<file path="src/rtl/hex_word_assembler_pkg.sv">
// Shared types and constants for the hex word assembler.
// Optional build macro: HEX_UPPERCASE_EN (accept 'A'-'F' as hex digits).
package hex_word_assembler_pkg;

  typedef enum logic [1:0] {
    IDLE  = 2'd0,
    ACCUM = 2'd1,
    ERR   = 2'd2
  } state_e;

  localparam logic [7:0] ASC_0      = 8'h30;
  localparam logic [7:0] ASC_9      = 8'h39;
  localparam logic [7:0] ASC_LOW_A  = 8'h61;
  localparam logic [7:0] ASC_LOW_F  = 8'h66;
  localparam logic [7:0] ASC_UP_A   = 8'h41;
  localparam logic [7:0] ASC_UP_F   = 8'h46;
  localparam logic [7:0] ASC_SPACE  = 8'h20;
  localparam logic [7:0] ASC_LF     = 8'h0A;
  localparam logic [7:0] ASC_CR     = 8'h0D;
  localparam logic [7:0] ASC_COMMA  = 8'h2C;

endpackage

</file>
<file path="src/rtl/hex_word_assembler_if.sv">
// Character-in / word-out bus between the decode stage and word consumers.
interface hex_word_assembler_if #(
  parameter int unsigned DIGITS = 8
);
  localparam int unsigned WORD_W = 4 * DIGITS;
  localparam int unsigned CNT_W  = $clog2(DIGITS + 1);

  logic [7:0]        char;
  logic              char_valid;
  logic [WORD_W-1:0] word;
  logic              word_valid;
  logic [CNT_W-1:0]  digit_cnt;
  logic              err;

  modport master (
    output char, char_valid,
    input  word, word_valid, digit_cnt, err
  );

  modport slave (
    input  char, char_valid,
    output word, word_valid, digit_cnt, err
  );
endinterface

</file>
<file path="src/rtl/hex_word_assembler_classify.sv">
// Classifies one ASCII character as hex digit, delimiter or other.
// Optional build macro: HEX_UPPERCASE_EN (accept 'A'-'F' as hex digits).
module hex_char_classify
  import hex_word_assembler_pkg::*;
(
  input  logic [7:0] char_i,
  output logic       is_hex_o,
  output logic       is_delim_o,
  output logic [3:0] nibble_o
);

  // Letters 'a'-'f' / 'A'-'F' sit at low nibble 1-6, so value = low nibble + 9.
  always_comb begin
    is_hex_o   = 1'b0;
    is_delim_o = 1'b0;
    nibble_o   = char_i[3:0];
    if (char_i >= ASC_0 && char_i <= ASC_9) begin
      is_hex_o = 1'b1;
    end else if (char_i >= ASC_LOW_A && char_i <= ASC_LOW_F) begin
      is_hex_o = 1'b1;
      nibble_o = char_i[3:0] + 4'd9;
`ifdef HEX_UPPERCASE_EN
    end else if (char_i >= ASC_UP_A && char_i <= ASC_UP_F) begin
      is_hex_o = 1'b1;
      nibble_o = char_i[3:0] + 4'd9;
`endif
    end else if (char_i == ASC_SPACE || char_i == ASC_LF ||
                 char_i == ASC_CR    || char_i == ASC_COMMA) begin
      is_delim_o = 1'b1;
    end
  end

endmodule

</file>
<file path="src/rtl/hex_word_assembler.sv">
// Packs delimiter-separated hex digit tokens into right-aligned words.
// Optional build macro: HEX_UPPERCASE_EN (accept 'A'-'F' as hex digits).
module hex_word_assembler
  import hex_word_assembler_pkg::*;
#(
  parameter int unsigned DIGITS = 8
) (
  input  logic                 clk,
  input  logic                 reset,
  hex_word_assembler_if.slave  bus
);

  localparam int unsigned WORD_W = 4 * DIGITS;
  localparam int unsigned CNT_W  = $clog2(DIGITS + 1);

  state_e            state_q, state_d;
  logic [WORD_W-1:0] accum_q, accum_d;
  logic [CNT_W-1:0]  cnt_q, cnt_d;
  logic [WORD_W-1:0] word_q, word_d;
  logic [CNT_W-1:0]  digit_cnt_q, digit_cnt_d;
  logic              word_valid_q, word_valid_d;
  logic              err_q, err_d;

  logic              is_hex_c;
  logic              is_delim_c;
  logic [3:0]        nibble_c;

  hex_char_classify u_classify (
    .char_i     (bus.char),
    .is_hex_o   (is_hex_c),
    .is_delim_o (is_delim_c),
    .nibble_o   (nibble_c)
  );

  // State, accumulator and output registers with synchronous active-low reset.
  always_ff @(posedge clk) begin
    if (!reset) begin
      state_q      <= IDLE;
      accum_q      <= '0;
      cnt_q        <= '0;
      word_q       <= '0;
      digit_cnt_q  <= '0;
      word_valid_q <= 1'b0;
      err_q        <= 1'b0;
    end else begin
      state_q      <= state_d;
      accum_q      <= accum_d;
      cnt_q        <= cnt_d;
      word_q       <= word_d;
      digit_cnt_q  <= digit_cnt_d;
      word_valid_q <= word_valid_d;
      err_q        <= err_d;
    end
  end

  // Token FSM: accumulate digits, publish on delimiter, park in ERR on bad input.
  always_comb begin
    state_d      = state_q;
    accum_d      = accum_q;
    cnt_d        = cnt_q;
    word_d       = word_q;
    digit_cnt_d  = digit_cnt_q;
    word_valid_d = 1'b0;
    err_d        = 1'b0;

    if (bus.char_valid) begin
      unique case (state_q)
        IDLE: begin
          if (is_hex_c) begin
            accum_d = WORD_W'(nibble_c);
            cnt_d   = CNT_W'(1);
            state_d = ACCUM;
          end else if (!is_delim_c) begin
            state_d = ERR;
            err_d   = 1'b1;
          end
        end
        ACCUM: begin
          if (is_hex_c) begin
            if (cnt_q == CNT_W'(DIGITS)) begin
              accum_d = '0;
              cnt_d   = '0;
              state_d = ERR;
              err_d   = 1'b1;
            end else begin
              accum_d = {accum_q[WORD_W-5:0], nibble_c};
              cnt_d   = cnt_q + CNT_W'(1);
            end
          end else if (is_delim_c) begin
            word_d       = accum_q;
            digit_cnt_d  = cnt_q;
            word_valid_d = 1'b1;
            accum_d      = '0;
            cnt_d        = '0;
            state_d      = IDLE;
          end else begin
            accum_d = '0;
            cnt_d   = '0;
            state_d = ERR;
            err_d   = 1'b1;
          end
        end
        ERR: begin
          if (is_delim_c) begin
            state_d = IDLE;
          end
        end
        default: begin
          state_d = IDLE;
          accum_d = '0;
          cnt_d   = '0;
        end
      endcase
    end
  end

  assign bus.word       = word_q;
  assign bus.digit_cnt  = digit_cnt_q;
  assign bus.word_valid = word_valid_q;
  assign bus.err        = err_q;

endmodule

</file>
<file path="src/flat_wrapper.sv">
// flat-port wrapper written by rule: the top's interface ports become plain ports
module hex_word_assembler_flat import hex_word_assembler_pkg::*;
#(
  parameter int unsigned DIGITS = 8
)
  (clk, reset, bus_char, bus_char_valid, bus_word, bus_word_valid, bus_digit_cnt, bus_err);
  hex_word_assembler_if #(.DIGITS(DIGITS)) bus_i ();
  input  logic clk;
  input  logic reset;
  input wire logic [$bits(bus_i.char)-1:0] bus_char;
  input wire logic [$bits(bus_i.char_valid)-1:0] bus_char_valid;
  output wire logic [$bits(bus_i.word)-1:0] bus_word;
  output wire logic [$bits(bus_i.word_valid)-1:0] bus_word_valid;
  output wire logic [$bits(bus_i.digit_cnt)-1:0] bus_digit_cnt;
  output wire logic [$bits(bus_i.err)-1:0] bus_err;
  assign bus_i.char = bus_char;
  assign bus_i.char_valid = bus_char_valid;
  assign bus_word = bus_i.word;
  assign bus_word_valid = bus_i.word_valid;
  assign bus_digit_cnt = bus_i.digit_cnt;
  assign bus_err = bus_i.err;
  hex_word_assembler #(.DIGITS(DIGITS)) u_core (.clk(clk), .reset(reset), .bus(bus_i));
endmodule
</file>
<file path="config.mk">
export PLATFORM = sky130hd
export DESIGN_NAME = hex_word_assembler_flat
export DESIGN_NICKNAME = d
export VERILOG_FILES = /design/src/rtl/hex_word_assembler_pkg.sv /design/src/rtl/hex_word_assembler_if.sv /design/src/rtl/hex_word_assembler_classify.sv /design/src/rtl/hex_word_assembler.sv /design/src/flat_wrapper.sv
export SDC_FILE = /design/constraint.sdc
export NUM_CORES = 1
export LEC_CHECK = 0
export BUFFER_PORTS_ARGS = -buffer_cell sky130_fd_sc_hd__buf_2
export CAP_MARGIN = 15
export CORE_ASPECT_RATIO = 0.5
export CORE_MARGIN = 1.5
export CORE_UTILIZATION = 35
export CTS_BUF_LIST = sky130_fd_sc_hd__clkbuf_8
export CTS_CLUSTER_SIZE = 28
export DETAILED_ROUTE_END_ITERATION = 8
export PLACE_DENSITY_LB_ADDON = 0.2
export SYNTH_ARGS = -nofsm -noshare
export SYNTH_HDL_FRONTEND = slang
export SYNTH_SLANG_ARGS = --single-unit
export TNS_END_PERCENT = 5
</file>
<file path="constraint.sdc">
create_clock -name clk -period 3.6 [get_ports clk]
set_input_delay 0.72 -clock clk [delete_from_list [all_inputs] [get_ports clk]]
set_output_delay 0.72 -clock clk [all_outputs]
set_load 0.03 [all_outputs]
</file>
# Word-level counts from Yosys, hierarchy flattened
# Cells that the tools add are included.
[op_classes] n_bitwise=5 eq_ne=11 n_reduce_logical=11 n_addsub=2 n_lt_le_gt_ge=4 n_mux=28
[op_table] op="2-to-1 mux 32 bit" count=3
[op_table] op="case mux 32 bit (3 select lines)" count=1
[op_table] op="2-to-1 mux 4 bit" count=5
[op_table] op="equality test 8 x 4 -> 1 bit (second input constant)" count=2
[op_table] op="equality test 8 x 6 -> 1 bit (second input constant)" count=2
[op_table] op="2-to-1 mux 2 bit" count=6
[op_table] op="case mux 4 bit (3 select lines)" count=1
[op_table] op="2-to-1 mux 1 bit" count=10
[op_table] op=">= comparator 8 x 6 -> 1 bit (second input constant)" count=1
[op_table] op=">= comparator 8 x 7 -> 1 bit (second input constant)" count=1
[op_table] op="less-or-equal comparator 8 x 6 -> 1 bit (second input constant)" count=1
[op_table] op="less-or-equal comparator 8 x 7 -> 1 bit (second input constant)" count=1
[op_table] op="AND reduction 4 bit" count=2
[op_table] op="case mux 2 bit (3 select lines)" count=1
[op_table] op="inverter 1 bit" count=5
[op_table] op="adder 4 x 1 -> 4 bit (second input constant)" count=1
[op_table] op="adder 4 bit (second input constant)" count=1
[op_table] op="equality test 4 bit (second input constant)" count=1
[op_table] op="!= test 2 x 1 -> 1 bit (second input constant)" count=2
[op_table] op="OR reduction 4 bit" count=1
[op_table] op="logical OR 1 bit" count=3
[op_table] op="!= test 3 x 2 -> 1 bit (second input constant)" count=1
[op_table] op="!= test 3 bit (second input constant)" count=1
[op_table] op="AND reduction 3 bit" count=1
[op_table] op="6 further kinds" count=7
[word_totals] wordCells=68 output_inout_bits=38 regBits=76 input_bits=11

# Longest topological paths before layout
[depth] depth_word=10 mapped_depth=9 depth_no_buf=7

# Hierarchy
# Synthesis repeated with hierarchy kept, for this count alone.
[hier_totals] hier_cells=343 area_unflattened_um2=2969.1
[by_module_without_submodules] mod="hex_word_assembler" instances=1 seq_area_each_um2=1521.5 area_each_um2=2737.6 cells_per_inst=316
[by_module_without_submodules] mod="hex_char_classify" instances=1 seq_area_each_um2=0.0 area_each_um2=231.5 cells_per_inst=27

# Worst setup path before layout
# OpenSTA, ideal clock, no wires.
[synth_path] path_type="input-to-reg" start="input port bus_char[1]" end="register u_core.accum_q[16]" required_ns=3.535 n_path_buf=2 slack_ns=1.094 setup_ns=0.065 arrival_time_ns=2.441 path_stages=9 path_cell_list="inv_1 ha_1 or4b_1 and4b_1 buf_6 a221oi_4 buf_6 a22oi_1 nor2_1"
[synth_between] elab_chain_len=6 word_cells_on_any_way=12 classes_between="order compare: 4; eq/ne: 1; mux: 4; reduce/logical: 3"
[synth_rtl] item="start: declaration" line_no="flat_wrapper.sv:10" text="input wire logic [$bits(bus_i.char)-1:0] bus_char;"
[synth_rtl] item=">= comparator 8 x 7 -> 1 bit / less-or-equal comparator 8 x 7 -> 1 bit (equally long branches)" line_no="hex_word_assembler_classify.sv:19" text="end else if (char_i >= ASC_LOW_A && char_i <= ASC_LOW_F) begin"
[synth_rtl] item="logical AND 1 bit" line_no="hex_word_assembler_classify.sv:19"
[synth_rtl] item="2-to-1 mux 1 bit" line_no="hex_word_assembler_classify.sv:19"
[synth_rtl] item="2-to-1 mux 1 bit (*)" line_no="hex_word_assembler_classify.sv:17" text="if (char_i >= ASC_0 && char_i <= ASC_9) begin"
[synth_rtl] item="2-to-1 mux 32 bit / != test 2 x 1 -> 1 bit (equally long branches)"
[synth_rtl] item="case mux 32 bit (3 select lines) / AND reduction 3 bit (equally long branches)"
[synth_rtl] item="end signal: assignment" line_no="hex_word_assembler.sv:47" text="accum_q <= accum_d;"
[synth_rtl] item="end: declaration" line_no="hex_word_assembler.sv:17" text="logic [WORD_W-1:0] accum_q, accum_d;"
# Mark *: on every way between the ends. The rest lies on a longest branch, timed or not.
# A chain may end at the register's enable or synchronous reset.

# Final worst setup path
[layout_path] start="input port bus_char[1]" end="register u_core.accum_q[23]"
# Same word-level chain as after synthesis.

==> impl_results.md <==
- Average wire length per cell after detail routing: 12.7 um
- Number of primary I/O pins: 49
- Initial standard-cell utilization of the core: a little under two fifths
- Number of cells upsized or downsized after cts: 0
- FFs w/ async S/R, synth: 0%
- Final worst path period share: 75.7%
- Post-synthesis sequential element count: 76
- Worst Path Buf+Inv: 2
- Max VDD drop: 0.157 mV
- Final global-route overflow total: 0
- Total die area: 0.00918 mm^2
- CP Max Fanout: 30
- Wire length reported by the detailed router: 5930 um
- Hold Path Stages: 2
- Number of max-capacitance violations reported: 0
- Top library cells by usage in the layout, fill and taps aside: sky130_fd_sc_hd__nor2_1 (76), sky130_fd_sc_hd__dfxtp_1 (76), sky130_fd_sc_hd__buf_2 (48)
- Hold Worst Slack: just under 0.5 ns
- Final setup viols: 0
- Setup crit end kind: register
- Finished Core Util: a little over two fifths
- Core Area: 0.00817 mm^2
- Sequence of cells on the critical path: buf_2 > inv_1 > ha_1 > or4b_1 > and4b_1 > o211a_1 > a22oi_1 > nor2_1
- Number of buffers created by CTS: 9
- FMAX: 367 MHz
- Count of cell instances traversed by the critical path: 8
- Post-DR vias/cell: 4.85
- Clock tree root buffer cell: sky130_fd_sc_hd__clkbuf_8
- Depth of the CTS H-tree: 3
- Data required time at the worst endpoint: 3.81 ns
- Weighted congestion at the end of routability-driven global placement: 0.801
- # clock sinks: 76
- Worst slew margin: 40.4%
- Share of final-layout standard cells stronger than drive strength 1: between 10% and 20%
- Number of pins with negative max-slew slack in the final report: 0
- Total Power: 1.59 mW
- Cell leakage power: roughly 1.7 nW
- Fin crit period: 2.73 ns
- Final nets: between 300 and 400
- Via count of the first global-routing pass: about 2100
- Endpoint of the worst hold-timing path: u_core.bus.digit_cnt[1]$_SDFFE_PN0P_
- Worst Min Path Start: u_core.bus.digit_cnt[1]$_SDFFE_PN0P_
- Clk buf depth: 2
- Largest stage delay, worst path: 0.61 ns
- Cell row count: 23
- Distinct cell type count after synthesis: 38
- Dominant synthesized flop cell: sky130_fd_sc_hd__dfxtp_1
- Detailed-routing iteration count for the pre-antenna-repair pass: 4
- Die Y: 68.5 um
- CTS tree: yes
- Largest net degree at the start of global routing: 42
- WP data arrival: about 2.9 ns
- Number of DRC violations after detailed-routing iteration 0: 155
- Width of the die: 134 um
- Setup TNS after final layout: 0 ns
- Vias after detailed routing: between 2000 and 2500
- Residual DRC: 0
- Fillers: approximately 810
- Antenna diode instance count: 0
- Initial antenna violation count: 0
- Post-synthesis sequential area ratio: 50.6%
- Type of element launching the critical path: input port
- EDFF count, synth: 0
- Number of cells on the worst reg-to-reg path: 5
- Pwr Density: between 400 and 500 mW/mm^2
- Setup slack on the worst flop-to-flop path: 1.56 ns
- Post-DP Area: ~0.0033 mm^2
- Non-Filler Cell Area, Final: 0.00351 mm^2
- Delay-heaviest family, CP: compound AO/OA/AOI/OAI gates
- Status: completed
- Unrepaired setup endpoints after global routing: false
- Final HPWL from detailed placement: 4050 um
- Count of hold-fix buffers inserted at cts: 0
- Total of buffers placed on input and output ports: 48
- Number of setup buffers added after CTS: 0
- Source of the worst register-to-register timing path: u_core.state_q[0]$_SDFFE_PN0P_
- FF-to-FF End: u_core.cnt_q[2]$_SDFFE_PN0P_
- Net count of the mapped netlist: 325
- Avg Synthesized Cell Area: 9.79 um^2
- Critical path type: input port to register
- CTS clk-pin slew, worst paths: 0.07 ns
- Synth Warn #: 0
- GRT Total Usage: 13.6%
- Area added between synthesis and finish: 16.8%
- Worst clock skew: 0.00710 ns
- Count of nets left with antenna violations after detail routing: 0
- Worst Max-Slew Pin Slew: about 0.89 ns
- Worst-Skew Late Latency: around 0.34 ns
- Hold Vio Cnt, Final: 0
- Number of cells produced by synthesis: about 300
- Master of the slowest instance on the critical path: sky130_fd_sc_hd__o211a_1
- Wire length of the first global-routing pass: 9800 um
- Tightest Hold Check Type: register to register
- Combined area of all synthesized cells: 0.00300 mm^2
==> registers in the layout, summed over array words and instances, names as in the netlist <==
signal	cells
u_core.accum_q	32
u_core.bus.digit_cnt	4
u_core.bus.err	1
u_core.bus.word	32
u_core.bus.word_valid	1
u_core.cnt_q	4
u_core.state_q	2
==> worst reg2reg max path: cells and delay by family (launching register included) <==
kind	cells	cell delay [ns]
AO/OA/AOI/OAI	3	1.15
flip-flops	1	0.50
AND/OR/NAND/NOR	2	0.31
==> power by group <==
| part | leakage, nW | switching (mW) | internal (mW) |
|---|---|---|---|
| Combinational | 0.993 | 0.0378 | 0.0179 |
| Sequential | 0.612 | 0.00251 | 0.843 |
| Clock | 0.115 | 0.290 | 0.403 |
| Total | 1.72 | 0.331 | 1.26 |
==> kinds of logic (layout without fill, tap and decap cells) <==
| logic type | Yosys count | after routing | share of synthesized area [%] |
|---|---|---|---|
| AND/OR/NAND/NOR | 101 | 101 | 14.9 |
| flip-flops | 76 | 76 | 50.6 |
| AO/OA/AOI/OAI | 55 | 55 | 13.2 |
| multiplexers | 38 | 38 | 12.7 |
| buffers and inverters | 28 | 75 | 5.04 |
| adder cells (fa/ha/maj) | 7 | 7 | 2.92 |
| XOR/XNOR | 2 | 2 | 0.583 |
==> Yosys cell counts, drive strengths merged, types with 2 or more instances <==
master / number / area (um^2)
nand2b: 2 / 12.5
inv: 8 / 30.0
a21oi: 9 / 45.0
buf: 12 / 91.3
a2bb2oi: 3 / 26.3
nor2: 76 / 285
o21ai: 7 / 35.0
clkbuf: 8 / 30.0
and4b: 2 / 20.0
mux2i: 38 / 380
ha: 7 / 87.6
a22oi: 28 / 210
dfxtp: 76 / 1520
nand2: 5 / 18.8
nand3: 5 / 25.0
==> worst max path at each step <==
| stage | from | end | slack (ns) |
|---|---|---|---|
| floorplan | bus_char[1] | u_core.accum_q[16]$_SDFFE_PN0P_ | 1.09 |
| global placement | bus_char[1] | u_core.accum_q[28]$_SDFFE_PN0P_ | 0.59 |
| detailed placement | bus_char[1] | u_core.accum_q[23]$_SDFFE_PN0P_ | 0.52 |
| CTS | bus_char[1] | u_core.accum_q[23]$_SDFFE_PN0P_ | 0.88 |
| global route | bus_char[1] | u_core.accum_q[4]$_SDFFE_PN0P_ | 0.70 |
| finish | bus_char[1] | u_core.accum_q[23]$_SDFFE_PN0P_ | 0.87 |
==> per-layer routing <==
layer	GRT usage [%]	wire length [um]	up-vias
met1	17.2	2910	1054
li1	-	-	1150
met3	4.39	278	7
met2	21.8	2670	47
met5	0	0	-
met4	6.18	72	0
==> final cells by class <==
class / count / area (um^2) / area share (%)
Timing Repair Buffer: 51 / 263 / 7.49
Tap cell: 112 / 140 / 3.99
Inverter: 8 / 30.0 / 0.856
Clock inverter: 6 / 80.1 / 2.28
Multi-Input combinational cell: 203 / 1340 / 38.1
Clock buffer: 10 / 138 / 3.92
Sequential cell: 76 / 1520 / 43.4
==> stage by stage <==
step | worst slack, ns | cells
global placement | 0.586 | 450
CTS | 0.877 | 466
finish | 0.875 | 466
global route | 0.698 | 466
floorplan | 1.09 | 307
detailed placement | 0.516 | 450
Note: power is estimated with default switching activity, not from simulation.
